--- src/rtl/pin_lock_fsm.sv ---
// PIN entry lock: compares entered digits with pin_ref, grants a timed unlock,
// counts failed attempts and locks out. Define PIN_TIMEOUT_EN for an inter-digit timeout.
module pin_lock_fsm #(
  parameter int DIGIT_W        = 4,
  parameter int PIN_LEN        = 4,
  parameter int MAX_TRIES      = 3,
  parameter int LOCK_CYCLES    = 16,
  parameter int UNLOCK_CYCLES  = 1,
  parameter int TIMEOUT_CYCLES = 64
) (
  input  logic                           clk,
  input  logic                           rst,
  input  logic                           digit_valid,
  input  logic [DIGIT_W-1:0]             digit,
  input  logic                           clear,
  input  logic [PIN_LEN*DIGIT_W-1:0]     pin_ref,
  output logic                           unlock,
  output logic                           fail,
  output logic                           locked,
  output logic [$clog2(MAX_TRIES+1)-1:0] tries_left,
  output logic                           busy,
  output logic                           timeout
);

  localparam int TRIES_W  = $clog2(MAX_TRIES + 1);
  localparam int CNT_W    = $clog2(PIN_LEN + 1);
  localparam int HOLD_MAX = (LOCK_CYCLES > UNLOCK_CYCLES) ? LOCK_CYCLES : UNLOCK_CYCLES;
  localparam int HOLD_W   = $clog2(HOLD_MAX + 1);

  if (DIGIT_W < 1 || PIN_LEN < 2 || PIN_LEN > 16 || MAX_TRIES < 1 || MAX_TRIES > 15 ||
      LOCK_CYCLES < 1 || UNLOCK_CYCLES < 1 || TIMEOUT_CYCLES < 1) begin : g_param_check
    $error("pin_lock_fsm: parameter out of range");
  end

  typedef enum logic [2:0] {
    S_IDLE,
    S_ENTRY,
    S_CHECK,
    S_UNLOCK,
    S_FAIL,
    S_LOCKOUT
  } state_t;

  state_t               state, state_n;
  logic [CNT_W-1:0]     digit_cnt, digit_cnt_n;
  logic                 mismatch, mismatch_n;
  logic [TRIES_W-1:0]   tries, tries_n;
  logic [HOLD_W-1:0]    hold_cnt, hold_cnt_n;
  logic [DIGIT_W-1:0]   exp_digit;
  logic                 digit_bad;
`ifdef PIN_TIMEOUT_EN
  localparam int TMO_W = $clog2(TIMEOUT_CYCLES + 1);
  logic [TMO_W-1:0]     tmo_cnt, tmo_cnt_n;
`endif

  always_ff @(posedge clk) begin
    if (!rst) begin
      state     <= S_IDLE;
      digit_cnt <= '0;
      mismatch  <= 1'b0;
      tries     <= TRIES_W'(MAX_TRIES);
      hold_cnt  <= '0;
`ifdef PIN_TIMEOUT_EN
      tmo_cnt   <= '0;
`endif
    end else begin
      state     <= state_n;
      digit_cnt <= digit_cnt_n;
      mismatch  <= mismatch_n;
      tries     <= tries_n;
      hold_cnt  <= hold_cnt_n;
`ifdef PIN_TIMEOUT_EN
      tmo_cnt   <= tmo_cnt_n;
`endif
    end
  end

  always_comb begin
    state_n     = state;
    digit_cnt_n = digit_cnt;
    mismatch_n  = mismatch;
    tries_n     = tries;
    hold_cnt_n  = '0;
`ifdef PIN_TIMEOUT_EN
    tmo_cnt_n   = '0;
`endif

    // Reference digit for the position about to be accepted (first digit in the MSBs).
    exp_digit = '0;
    for (int i = 0; i < PIN_LEN; i++) begin
      if (digit_cnt == CNT_W'(i)) exp_digit = pin_ref[(PIN_LEN-1-i)*DIGIT_W +: DIGIT_W];
    end
    digit_bad = (digit != exp_digit);

    case (state)
      S_IDLE: begin
        digit_cnt_n = '0;
        mismatch_n  = 1'b0;
        if (digit_valid && !clear) begin
          state_n     = S_ENTRY;
          digit_cnt_n = CNT_W'(1);
          mismatch_n  = digit_bad;
        end
      end
      S_ENTRY: begin
        if (clear) begin
          state_n     = S_IDLE;
          digit_cnt_n = '0;
          mismatch_n  = 1'b0;
        end else if (digit_valid) begin
          mismatch_n = mismatch | digit_bad;
          if (digit_cnt != CNT_W'(PIN_LEN)) digit_cnt_n = digit_cnt + CNT_W'(1);
          if (digit_cnt == CNT_W'(PIN_LEN - 1)) state_n = S_CHECK;
        end
`ifdef PIN_TIMEOUT_EN
        else begin
          // A timeout is routed through CHECK as a forced mismatch.
          tmo_cnt_n = (tmo_cnt != TMO_W'(TIMEOUT_CYCLES)) ? tmo_cnt + TMO_W'(1) : tmo_cnt;
          if (tmo_cnt_n == TMO_W'(TIMEOUT_CYCLES)) begin
            state_n    = S_CHECK;
            mismatch_n = 1'b1;
          end
        end
`endif
      end
      S_CHECK: begin
        digit_cnt_n = '0;
        mismatch_n  = 1'b0;
        if (mismatch) begin
          state_n = S_FAIL;
          if (tries != '0) tries_n = tries - TRIES_W'(1);
        end else begin
          state_n = S_UNLOCK;
          tries_n = TRIES_W'(MAX_TRIES);
        end
      end
      S_UNLOCK: begin
        if (hold_cnt == HOLD_W'(UNLOCK_CYCLES - 1)) state_n = S_IDLE;
        else hold_cnt_n = hold_cnt + HOLD_W'(1);
      end
      S_FAIL: begin
        state_n = (tries == '0) ? S_LOCKOUT : S_IDLE;
      end
      S_LOCKOUT: begin
        if (hold_cnt == HOLD_W'(LOCK_CYCLES - 1)) begin
          state_n = S_IDLE;
          tries_n = TRIES_W'(MAX_TRIES);
        end else begin
          hold_cnt_n = hold_cnt + HOLD_W'(1);
        end
      end
      default: state_n = S_IDLE;
    endcase
  end

  assign unlock     = (state == S_UNLOCK);
  assign fail       = (state == S_FAIL);
  assign locked     = (state == S_LOCKOUT);
  assign busy       = (state != S_IDLE);
  assign tries_left = tries;
`ifdef PIN_TIMEOUT_EN
  assign timeout = (state == S_CHECK) && (tmo_cnt == TMO_W'(TIMEOUT_CYCLES));
`else
  assign timeout = 1'b0;
`endif

endmodule

--- config.mk ---
export PLATFORM = sky130hd
export DESIGN_NAME = pin_lock_fsm
export DESIGN_NICKNAME = d
export VERILOG_FILES = /design/src/rtl/pin_lock_fsm.sv
export SDC_FILE = /design/constraint.sdc
export NUM_CORES = 1
export LEC_CHECK = 0
export ABC_AREA = 1
export CORE_MARGIN = 1.5
export CORE_UTILIZATION = 50
export DETAILED_ROUTE_END_ITERATION = 8
export MAX_ROUTING_LAYER = met4
export PLACE_DENSITY = 0.82
export RECOVER_POWER = 25
export SYNTH_ARGS = -nofsm -noshare
export SYNTH_HDL_FRONTEND = slang
export SYNTH_SLANG_ARGS = --single-unit
--- constraint.sdc ---
create_clock -name clk -period 3 [get_ports clk]
set_input_delay 0.6 -clock clk [delete_from_list [all_inputs] [get_ports clk]]
set_output_delay 0.6 -clock clk [all_outputs]
set_load 0.05 [all_outputs]
==> qor.txt <==
SYNTH
----------------------------------------------------------------------------
Syn nets                                                                 220
Post-synthesis sequential element count                                   14
Avg Cell Area, Syn                                                  6.41 um2
Distinct cell type count after synthesis                                  32
Yosys warning total                                                        0
Number of cells produced by synthesis                                    186
Part of the Yosys area used for sequential elements                    0.235
Combined area of all synthesized cells                              1190 um2

JOB
----------------------------------------------------------------------------
Max Cap Viol                                                               0

CLOCKING
----------------------------------------------------------------------------
Number of buffers created by CTS                                           3
Clock Latency Late Sink                                              0.29 ns
Number of instances resized during post-cts repair                         0
Post-CTS Hold Fix Bufs                                                     0
Setup bufs post-CTS                                                        0
TritonCTS clock tree                                                     yes
H-Tree Level Count                                                         1
Clock sinks                                                               14
Buffers from clock root to sink, at most                                   2
Clock-pin transition on the worst setup and hold timing paths        0.10 ns
Root buf cell                                                       clkbuf_4

PLACED DESIGN
----------------------------------------------------------------------------
Routability congestion estimate from global placement                  0.858
Number of cells in the design after placement                            241
IO Port Bufs                                                              29
Post-DP HPWL                                                         2210 um

DETAILED ROUTING
----------------------------------------------------------------------------
Vias                                                                    1225
DRC violations left                                                        0
WL final                                                             2810 um
DRT Pass-1 Iters                                                           4
WL per Instance                                                      11.5 um
Vias/cell                                                               5.00
ANT nets after route                                                       0
Starting DRC count in detailed routing                                    21

TIMING
----------------------------------------------------------------------------
Sum Neg Setup Slack                                                     0 ns
Final clock period utilization by the worst path                       0.851
Slew at the pin closest to its max-slew limit                       0.498 ns
Final number of setup-violating endpoints                                  0
Count of pins over their slew limit                                        0
Unrepaired setup endpoints after global routing                           no
Slew HR                                                                0.667
Final period demand of the worst path                                2.55 ns
FMAX                                                                 392 MHz
Largest clock skew in the final design                            0.00941 ns
Final count of hold timing violations                                      0

GRT
----------------------------------------------------------------------------
Met3 GRT Util                                                         0.0287
Wire length of the first global-routing pass                         4600 um
All-layer global routing usage                                         0.228
GR Layer Usage met2                                                    0.386
Pin count of the biggest net entering global routing                      13
Vias in the first global route                                          1132
Residual overflow from global routing                                      0
GR Util met1                                                           0.278
Busiest layer in global routing                                         met2
Initial antenna violation count                                            0

FLOORPLAN
----------------------------------------------------------------------------
Effective utilization at floorplan                                     0.534
Full die area                                                       2690 um2
Floorplan core area                                                 2230 um2
Die height                                                           51.8 um
IO Count                                                                  31
X dimension of the die                                               51.8 um
Number of placement rows                                                  17

CELLS AND AREA
----------------------------------------------------------------------------
Leading cell types in the layout, fill and taps excluded        nand2_1, clkdlybuf4s50_1, inv_1
Share of post-route cells with drive strength above 1                  0.147
Area growth from synthesis to layout                                   28.9%
ANT cells                                                                  0
Non-filler cells, final                                                  245
Most common cell after layout, fill and taps aside                   nand2_1
Post-layout net count                                                    252

SETUP PATH
----------------------------------------------------------------------------
Req. time, crit path                                                 2.40 ns
Maximum fanout count along the critical path                               5
Critical Setup Path Class                                       register to output port
Data arrival time at the worst-slack endpoint                        1.95 ns
Worst Setup Start Kind                                              register
Category of the worst setup path capture point                   output port

POWER AND IR DROP
----------------------------------------------------------------------------
Power Dens Cells                                                  719 nW/um2
Reported leakage power                                              0.764 nW
IR drop worst, VDD                                                    500 uV
Overall power consumption                                            1.11 mW

OUTCOME
----------------------------------------------------------------------------
Result of the run                                               finished clean

HOLD PATH
----------------------------------------------------------------------------
Path class of the lowest-slack min-delay path                   register to register

## stage by stage
stage                      util  worst slack, ns  cell area, um2  hold slack, ns
after floorplan               -            0.860            1190           0.430
final                     0.688            0.447            1540           0.497
after global placement    0.673            0.847            1500           0.451
after global routing      0.688            0.415            1540           0.537
after detailed placement  0.673            0.785            1500           0.489
after CTS                 0.689            0.464            1540           0.507
## kinds of logic (layout without fill, tap and decap cells)
family	Yosys count	in the layout	synth area share
buffers and inverters	41	72	0.135
AND/OR/NAND/NOR	95	95	0.373
other	1	1	0.00314
XOR/XNOR	2	2	0.0147
flip-flops	14	14	0.235
adder cells (fa/ha/maj)	10	10	0.105
AO/OA/AOI/OAI	23	23	0.134
## area by class of cell
| cell class | instances | area, um2 |
|---|---|---|
| Clock buffer | 4 | 36.3 |
| Multi-Input combinational cell | 131 | 748 |
| Sequential cell | 14 | 280 |
| Inverter | 39 | 146 |
| Timing Repair Buffer | 29 | 290 |
| Tap cell | 28 | 35.0 |
| Fill cell | 196 | 697 |
## report_power, final
| part | internal [mW] | switching [mW] | leakage (nW) |
|---|---|---|---|
| registers | 0.225 | 0.0418 | 0.114 |
| clock network | 0.0739 | 0.0686 | 0.0210 |
| logic | 0.249 | 0.447 | 0.629 |
| total | 0.548 | 0.557 | 0.764 |
## sequential cells by signal (all words and copies together) (netlist names)
name        flops
tries_left      2
mismatch        1
hold_cnt        5
digit_cnt       3
state           3
## worst paths after layout
path                                    from  slack (ns)           to  depth (start not counted)
worst max-delay path                state[1]        0.45       unlock                          3
worst min-delay path             hold_cnt[0]        0.50  hold_cnt[0]                          1
worst max register to register  digit_cnt[0]        1.23     mismatch                         10
worst min register to register   hold_cnt[0]        0.50  hold_cnt[0]                          1
## synthesized netlist by cell type
cell | n | area share
inv_2 | 15 | 0.047
conb_1 | 1 | 0.0031
buf_4 | 2 | 0.013
o22ai_1 | 2 | 0.010
nor2_2 | 2 | 0.010
o211ai_1 | 2 | 0.013
o21ai_1 | 3 | 0.013
a21o_1 | 1 | 0.0063
o41ai_4 | 1 | 0.023
a21oi_2 | 1 | 0.0073
dfxtp_1 | 14 | 0.24
nor3_2 | 1 | 0.0084
or2_2 | 1 | 0.0052
clkinv_1 | 4 | 0.013
xnor2_1 | 1 | 0.0073
nand3_2 | 2 | 0.017
nand2_2 | 3 | 0.016
nor3_4 | 1 | 0.014
xor2_1 | 1 | 0.0073
ha_1 | 10 | 0.10
inv_1 | 20 | 0.063
o21ai_0 | 4 | 0.017
or2_4 | 1 | 0.0073
nand3b_1 | 2 | 0.013
or2_1 | 2 | 0.010
nor3_1 | 1 | 0.0042
nor2_1 | 13 | 0.041
a21oi_1 | 6 | 0.025
nand2_1 | 48 | 0.15
nand3_1 | 18 | 0.076
o21ai_2 | 1 | 0.0073
a211oi_1 | 2 | 0.013
## per-layer routing
metal  vias up  wire (um)
met3         6        102
met5         -          0
met4         0         31
met2        32       1370
met1       542       1310
li1        645          -
## worst max-delay path, cell delays in order, from the launching register on
cell             delay [ns]
dfxtp_1                0.43
inv_2                  0.10
nor3_2                 0.27
clkdlybuf4s50_1        0.86
Power figures use the tool's default switching activity.
